## config.mk

```make
export PLATFORM = sky130hd
export DESIGN_NAME = vga_sync_monitor
export DESIGN_NICKNAME = d
export VERILOG_FILES = /design/src/rtl/vga_sync_monitor.sv
export SDC_FILE = /design/constraint.sdc
export NUM_CORES = 1
export LEC_CHECK = 0
export ABC_CLOCK_PERIOD_IN_PS = 6900
export CAP_MARGIN = 5
export CORE_MARGIN = 8
export CORE_UTILIZATION = 45
export DETAILED_ROUTE_END_ITERATION = 10
export MAX_ROUTING_LAYER = met4
export PLACE_DENSITY = 0.73
export SLEW_MARGIN = 20
export SYNTH_ARGS = -nofsm -noshare
export SYNTH_HDL_FRONTEND = slang
export SYNTH_SLANG_ARGS = --single-unit
```

## constraint.sdc

```tcl
create_clock -name clk -period 6.9 [get_ports clk]
set_input_delay 1.38 -clock clk [delete_from_list [all_inputs] [get_ports clk]]
set_output_delay 1.38 -clock clk [all_outputs]
set_load 0.05 [all_outputs]
```

## src/rtl/vga_sync_monitor.sv

```systemverilog
// VGA timing monitor: tracks hs/vs, reports active pixel position, probe capture, frame checksum and lock.
// Pixel outputs are registered one cycle behind the sampled inputs; lock reacts to errors the next cycle.
module vga_sync_monitor #(
  parameter int H_TOTAL  = 800,
  parameter int H_START  = 144,
  parameter int H_ACTIVE = 640,
  parameter int V_TOTAL  = 525,
  parameter int V_START  = 35,
  parameter int V_ACTIVE = 480
) (
  input  logic        clk,
  input  logic        resetn,
  input  logic        hs,
  input  logic        vs,
  input  logic [3:0]  r,
  input  logic [3:0]  g,
  input  logic [3:0]  b,
  input  logic [9:0]  probe_x,
  input  logic [9:0]  probe_y,
  output logic [9:0]  x,
  output logic [9:0]  y,
  output logic        de,
  output logic [11:0] rgb_q,
  output logic [11:0] probe_rgb,
  output logic        probe_valid,
  output logic [15:0] frame_sum,
  output logic        frame_pulse,
  output logic        err_h,
  output logic        err_v,
  output logic        locked
);

  typedef enum logic [1:0] {SEARCH = 2'd0, CHECK = 2'd1, LOCKED = 2'd2} state_t;

  localparam logic [9:0] H_LAST = 10'(H_TOTAL - 1);
  localparam logic [9:0] H_BEG  = 10'(H_START);
  localparam logic [9:0] H_END  = 10'(H_START + H_ACTIVE);
  localparam logic [9:0] V_LAST = 10'(V_TOTAL - 1);
  localparam logic [9:0] V_BEG  = 10'(V_START);
  localparam logic [9:0] V_END  = 10'(V_START + V_ACTIVE);

  logic        hs_q, vs_q;
  logic [9:0]  h_cnt_q, h_cnt_d;
  logic [9:0]  v_cnt_q, v_cnt_d;
  logic        h_seen_q, v_seen_q;
  logic [15:0] acc_q, acc_d;
  logic        de_q;
  logic [9:0]  x_q, y_q;
  logic [11:0] pix_q, probe_rgb_q;
  logic        probe_valid_q;
  logic [15:0] frame_sum_q;
  logic        frame_pulse_q, err_h_q, err_v_q;

  state_t      state_q, state_d;
  logic [1:0]  good_q, good_d;
  logic        hbad_q, hbad_d;

  logic        hs_fall, vs_fall, act;
  logic        err_h_d, err_v_d, good_frame;
  logic [9:0]  x_c, y_c;
  logic [11:0] rgb;

  assign hs_fall = hs_q & ~hs;
  assign vs_fall = vs_q & ~vs;
  assign rgb     = {r, g, b};
  assign x_c     = h_cnt_q - H_BEG;
  assign y_c     = v_cnt_q - V_BEG;
  assign act     = (h_cnt_q >= H_BEG) && (h_cnt_q < H_END) &&
                   (v_cnt_q >= V_BEG) && (v_cnt_q < V_END);

  // Length checks stay quiet until one full line/frame has been bracketed since reset.
  assign err_h_d    = hs_fall & h_seen_q & (h_cnt_q != H_LAST);
  assign err_v_d    = vs_fall & v_seen_q & (v_cnt_q != V_LAST);
  assign good_frame = vs_fall & (v_cnt_q == V_LAST) & ~hbad_q & ~err_h_d;

  always_comb begin
    h_cnt_d = (h_cnt_q == 10'h3FF) ? h_cnt_q : h_cnt_q + 10'd1;
    if (hs_fall) begin
      h_cnt_d = '0;
    end
    v_cnt_d = v_cnt_q;
    if (vs_fall) begin
      v_cnt_d = '0;
    end else if (hs_fall && (v_cnt_q != 10'h3FF)) begin
      v_cnt_d = v_cnt_q + 10'd1;
    end
    acc_d = acc_q + (act ? {4'd0, rgb} : 16'd0);
  end

  always_ff @(posedge clk) begin
    if (!resetn) begin
      hs_q          <= 1'b1;
      vs_q          <= 1'b1;
      h_cnt_q       <= '0;
      v_cnt_q       <= '0;
      h_seen_q      <= 1'b0;
      v_seen_q      <= 1'b0;
      acc_q         <= '0;
      de_q          <= 1'b0;
      x_q           <= '0;
      y_q           <= '0;
      pix_q         <= '0;
      probe_rgb_q   <= '0;
      probe_valid_q <= 1'b0;
      frame_sum_q   <= '0;
      frame_pulse_q <= 1'b0;
      err_h_q       <= 1'b0;
      err_v_q       <= 1'b0;
    end else begin
      hs_q          <= hs;
      vs_q          <= vs;
      h_cnt_q       <= h_cnt_d;
      v_cnt_q       <= v_cnt_d;
      h_seen_q      <= h_seen_q | hs_fall;
      v_seen_q      <= v_seen_q | vs_fall;
      acc_q         <= vs_fall ? 16'd0 : acc_d;
      frame_pulse_q <= vs_fall;
      err_h_q       <= err_h_d;
      err_v_q       <= err_v_d;
      de_q          <= act;
      pix_q         <= rgb;
      if (vs_fall) begin
        frame_sum_q <= acc_d;
      end
      if (act) begin
        x_q <= x_c;
        y_q <= y_c;
      end
      if (act && (x_c == probe_x) && (y_c == probe_y)) begin
        probe_rgb_q   <= rgb;
        probe_valid_q <= 1'b1;
      end
    end
  end

  always_ff @(posedge clk) begin
    if (!resetn) begin
      state_q <= SEARCH;
      good_q  <= '0;
      hbad_q  <= 1'b0;
    end else begin
      state_q <= state_d;
      good_q  <= good_d;
      hbad_q  <= hbad_d;
    end
  end

  always_comb begin
    state_d = state_q;
    good_d  = good_q;
    // An err_h coinciding with vs_fall belongs to the frame that is ending.
    hbad_d  = vs_fall ? 1'b0 : (hbad_q | err_h_d);
    case (state_q)
      SEARCH: begin
        if (vs_fall) begin
          state_d = CHECK;
          good_d  = '0;
        end
      end
      CHECK: begin
        if (vs_fall) begin
          if (good_frame) begin
            good_d = good_q + 2'd1;
            if (good_d == 2'd2) begin
              state_d = LOCKED;
            end
          end else begin
            good_d = '0;
          end
        end
      end
      LOCKED: begin
        if (err_h_d || err_v_d) begin
          state_d = SEARCH;
          good_d  = '0;
        end
      end
      default: begin
        state_d = SEARCH;
        good_d  = '0;
      end
    endcase
  end

  always_comb begin
    locked = 1'b0;
    if (state_q == LOCKED) begin
      locked = 1'b1;
    end
  end

  assign x           = x_q;
  assign y           = y_q;
  assign de          = de_q;
  assign rgb_q       = pix_q;
  assign probe_rgb   = probe_rgb_q;
  assign probe_valid = probe_valid_q;
  assign frame_sum   = frame_sum_q;
  assign frame_pulse = frame_pulse_q;
  assign err_h       = err_h_q;
  assign err_v       = err_v_q;

endmodule

```

Word-level counts from Yosys, hierarchy flattened
Index checks and enable logic that the tools add are counted.

Bits in read-only memories: 0. Logic and storage cells: 86. Bits in registers: 110. Memories kept: 0. Latch bits: 0. Output and inout bits: 66. Input bits: 36. Bits in writable memories: 0.

Bitwise gates (word level): 17. $lt $le $gt $ge: 4. Reduce and logical (&&, ||, !) cells: 12. Eq/ne operators: 15. Muxes and demuxes: 12. Multipliers: 0. Div/mod/pow operators: 0. $add $sub $neg: 6. Shift operators: 0.

Operator list (number): $ne 10x10->1 const B (3); $add 10x1->10 const B (2); $eq 10x10->1 (2); $eq 10x10->1 const B (2); $lt 10x10->1 const B (2); $add 16x12->16 (1); $mux 2 (8); $mux 12 (1); $pmux 2 s3 (2); $ge 10x6->1 const B (1); $ge 10x8->1 const B (1); $ne 2x2->1 const B (5); $sub 10x6->10 const B (1); $sub 10x8->10 const B (1); $and 1x1->1 (9); $logic_and 1x1->1 (6); $not 1->1 (5); $reduce_and 5->1 (1); $eq 2x2->1 const B (2); $reduce_or 2->1 (2); $or 1x1->1 (3); $reduce_and 3->1 (1); $add 2x1->2 const B (1); $eq 2x1->1 const B (1); 3 further kinds (3).

Longest topological paths before layout
Word-level depth: 9. Gate-level depth with buffers: 17. Depth with buffers taken out: 15.

Worst setup path before layout
Ideal clock, no wire load.

Path type: register -> register. Start: register v_cnt_q[7]. End: register acc_q[14]. Stages on the path, launching flop included: 16. Setup time: 0.059 ns. Buffers on the path: 3. Setup slack: 3.320 ns. Clock period less this slack: 3.580 ns. Arrival: 3.521 ns. Required time: 6.841 ns. Cell sequence: dfxtp_1 > buf_2 > or4b_1 > nor2_1 > a31o_2 > and2_1 > clkbuf_1 > clkbuf_1 > nand2_1 > fa_1 > nand2b_1 > a211oi_1 > o311a_1 > nor3_1 > or4_1 > nand2_1.

Word-level cells in the longest chain between the ends: 5. Elaborated cells between the ends (all ways): 6. Classes of those cells: 1 x add/sub; 2 x order compare; 1 x mux; 2 x reduce/logical.

RTL lines: from (decl) (RTL line 44) `logic [9:0] v_cnt_q, v_cnt_d;`; from (signal assigned) (RTL line 113) `v_cnt_q <= v_cnt_d;`; $ge 10x6->1 (RTL line 69) `(v_cnt_q >= V_BEG) && (v_cnt_q < V_END);`; $logic_and 1x1->1 (RTL line 68) `assign act = (h_cnt_q >= H_BEG) && (h_cnt_q < H_END) &&`; $logic_and 1x1->1 * (RTL line 69); $mux 12 * (RTL line 87) `acc_d = acc_q + (act ? {4'd0, rgb} : 16'd0);`; $add 16x12->16 * (RTL line 87); to (signal assigned) (RTL line 116) `acc_q <= vs_fall ? 16'd0 : acc_d;`; to (decl) (RTL line 46) `logic [15:0] acc_q, acc_d;`.

Mark *: on every way between the ends. The rest lies on a longest branch, timed or not. A chain may end at the register's enable or synchronous reset.

Final worst setup path
Start: register h_cnt_q[4]. End: register acc_q[14].

Word-level cells in the longest chain between the ends: 6. Elaborated cells between the ends (all ways): 7. Classes of those cells: 1 x add/sub; 2 x order compare; 1 x mux; 3 x reduce/logical.

RTL lines: from (decl) (RTL line 43) `logic [9:0] h_cnt_q, h_cnt_d;`; from (signal assigned) (RTL line 112) `h_cnt_q <= h_cnt_d;`; $ge 10x8->1 or $lt 10x10->1 (tied branches) (RTL line 68); $logic_and 1x1->1 * (2 in a row) (RTL line 68); $logic_and 1x1->1 * (RTL line 69); $mux 12 * (RTL line 87); $add 16x12->16 * (RTL line 87).

Marked as above.

==> metrics.md <==
| Metric | Value |
|---|---|
| Vias/cell | 5.38 |
| CTS tree | yes |
| Setup TNS Final | 0 ps |
| Met2 Track Usage GR | 29.3% |
| Synth area leaders | dfxtp_1, nor2_1, ha_1 |
| Max VDD drop | 188 µV |
| Final setup vio count | 0 |
| Internal power | 962 µW |
| Net load switching power | 288 µW |
| Worst-Skew Late Latency | 360 ps |
| Clock share of power | 40.8% |
| Maxcap violations | 0 |
| CTS root buffer | clkbuf_16 |
| Async set-or-reset flop fraction in the synthesized netlist | 0% |
| Slew Viols, Final | 0 |
| Max_slew headroom | 41.0% |
| Critical path arrival | 4360 ps |
| Initial antenna violation count | 0 |
| Worst Path Required | 7200 ps |
| Clock slew at reported path FFs | 70 ps |
| RSZ-0062 raised after global routing | no |
| Largest net degree at the start of global routing | 35 |
| WL final | 13300 µm |
| Slew @ Worst Pin | 885 ps |
| Starting DRT DRC Count | 247 |
| Setup CP Type | register to register |
| Hpwl dp | 9920 µm |
| Critical path origin | h_cnt_q[4]$_SDFFE_PP0P_ |
| R2r startpoint | h_cnt_q[4]$_SDFFE_PP0P_ |
| Gr ovfl total | 0 |
| Post-route ant nets | 0 |
| Met3 Usage GRT | 3.45% |
| Yosys top cell by area | dfxtp_1 |
| Area Growth Syn to Fin | 25.4% |
| Full die area | 15500 µm² |
| Via count | 4508 |
| Combinational power share | 7.4% |
| Cell Pwr Density | 188 nW/µm² |
| Nets | 749 |
| Outcome | complete, no violations |
| Post-synth top area share | 41.6% |
| Final min period | 4070 ps |
| Starting density of the core | 46.2% |
| # hold bufs at CTS | 0 |
| Die Ht | 125 µm |
| Residual DRC count | 0 |
| Htree depth | 3 |
| Netlist cell types | 64 |
| Sequential share of the synthesized area | 41.6% |
| Port Buf Inserts | 101 |
| Clock Path Buffers | 2 |
| Clock Sinks | 110 |
| Primary FF master, synth | dfxtp_1 |
| Fin crit share | 58.9% |
| Share of power burned in registers | 51.8% |
| Register bit count reported by yosys | 110 |
| IO Pins | 102 |
| Met1 usage | 19.9% |
| Switch share | 23.0% |
| GRT Util Overall | 17.3% |
| Post_cts resized | 0 |
| Hold WC Path Type | register to register |
| Most used routing layer | met2 |
| Vias in the first global route | 4608 |
| Share of cells above drive strength 1 | 3.60% |
| Clk_skew | 12.9 ps |
| Diodes inserted | 0 |
| GP Congestion | 0.886 |
| Leak | 2.66 nW |
| Synthesis warning total | 0 |
| Setup Fix Bufs, Post-CTS | 0 |
| Core area | 11500 µm² |
| Core Util, Final | 57.9% |
| Fin. Hold Viols | 0 |
| Synth Area per Inst | 8.69 µm² |
| # rows | 39 |
| Synthesized net count | 667 |
| Mapped Cells | 610 |
| DIE WIDTH | 125 µm |
| Hold Crit Start | v_seen_q$_SDFF_PN0_ |
| CTS buffer count | 9 |
| Drt pass-1 iters | 4 |
| First-pass GRT wire length | 22000 µm |
| Post-Syn Area | 5300 µm² |
| Fmax | 246 MHz |
| CP endpoint kind | register |
| Wire length per cell | 15.8 µm |
| Number of synthesized flops with an enable pin | 0 |
| CP max FO | 14 |
| Startpoint types | register |
cell usage in the layout, fill, tap and decap left out, drive strengths merged, types with 4 or more instances in the layout:
cell and count:
dfxtp 110, clkdlybuf4s50 101, nor2 79, nand2 62, inv 34, a21oi 25, xnor2 24, mux2i 24
and3 22, xor2 20, ha 20, o21ai 18, nand2b 14, a211oi 13, nand3 11, nor2b 9
nand4 9, clkbuf 9, nor3 8, o21a 5, or3 5, a21o 5, nor4 5, and2 4
o211ai 4, buf 4
worst paths after layout:
check | end | slack, ps | cells past startpoint
worst min register to register | v_seen_q$_SDFF_PN0_ | 440 | 2
worst max-delay path | acc_q[14]$_SDFF_PP0_ | 2830 | 14
worst max register to register | acc_q[14]$_SDFF_PP0_ | 2830 | 14
worst min-delay path | v_seen_q$_SDFF_PN0_ | 440 | 2
registers in the layout (all words and copies together) (netlist names):
name and count:
hbad_q 1, rgb_q 12, vs_q 1, frame_sum 16, probe_rgb 12, err_v 1
good_q 2, frame_pulse 1, v_cnt_q 10, x 10, state_q 2, h_seen_q 1
h_cnt_q 10, y 10, de 1, probe_valid 1, err_h 1, acc_q 16
v_seen_q 1, hs_q 1
per-layer routing:
metal / wire (µm) / share of wire, % / vias up
met1: 5980 / 45 / 2121
met4: 155 / 1.2 / 0
met5: 0 / 0 / -
li1: - / - / 2250
met2: 6590 / 50 / 125
met3: 541 / 4.1 / 12
kinds of logic (layout without fill, tap and decap cells):
kind of cell             after synthesis  after routing  share of synthesized area [%]
flip-flops                           110            110                           41.6
AO/OA/AOI/OAI                        100            100                           13.1
multiplexers                          24             24                           4.53
buffers and inverters                 67            152                           5.34
XOR/XNOR                              46             46                           8.15
adder cells (fa/ha/maj)               21             21                           5.10
AND/OR/NAND/NOR                      242            242                           22.2
metrics by stage:
step / worst slack, ps / area (µm²) / total power [mW] / hold WS, ps / instances
floorplan: 3320 / 5300 / 0.712 / 423 / 610
global placement: 2920 / 6350 / 0.753 / 433 / 823
detailed placement: 2840 / 6350 / 0.755 / 434 / 823
CTS: 2830 / 6640 / 1.26 / 444 / 837
global route: 2510 / 6650 / 1.30 / 475 / 838
finish: 2830 / 6650 / 1.25 / 443 / 838
critical path, stage by stage (launching register included):
cell      delay [ps]
dfxtp_1          500
ha_1             220
nor4bb_1         250
o21ai_0          120
a21oi_1          700
and3_1           270
ha_1             160
inv_1             50
fa_1             380
nand2b_1         190
a211oi_1         330
o311a_1          200
nor3_1           100
or4_1            470
nand2_1           70
cell type report:
class | instances | area [µm²]
clock inverters | 5 | 60.1
clock buffers | 9 | 225
flip-flops and latches | 110 | 2200
fillers | 1025 | 4820
repair buffers | 105 | 1040
inverters | 33 | 124
well taps | 143 | 179
multi-input cells | 433 | 2810
power groups by stage:
stage	logic [mW]	registers, mW	clock network [mW]
4_1_cts	0.0934	0.648	0.522
2_1_floorplan	0.0353	0.677	0
3_5_place_dp	0.0922	0.662	0
3_3_place_gp	0.0910	0.662	0
5_1_grt	0.100	0.648	0.549
6_report	0.0921	0.648	0.510
synthesized netlist by cell type (7+ instances only):
library cell and n:
a211oi_1 13, a21oi_1 25, and3_1 22, buf_2 7
clkbuf_1 22, dfxtp_1 110, ha_1 20, inv_1 31
mux2i_1 24, nand2_1 62, nand2b_1 14, nand3_1 11
nand4_1 9, nor2_1 79, nor2b_1 9, nor3_1 8
o21ai_0 18, xnor2_1 24, xor2_1 20
Power figures use the tool's default switching activity.
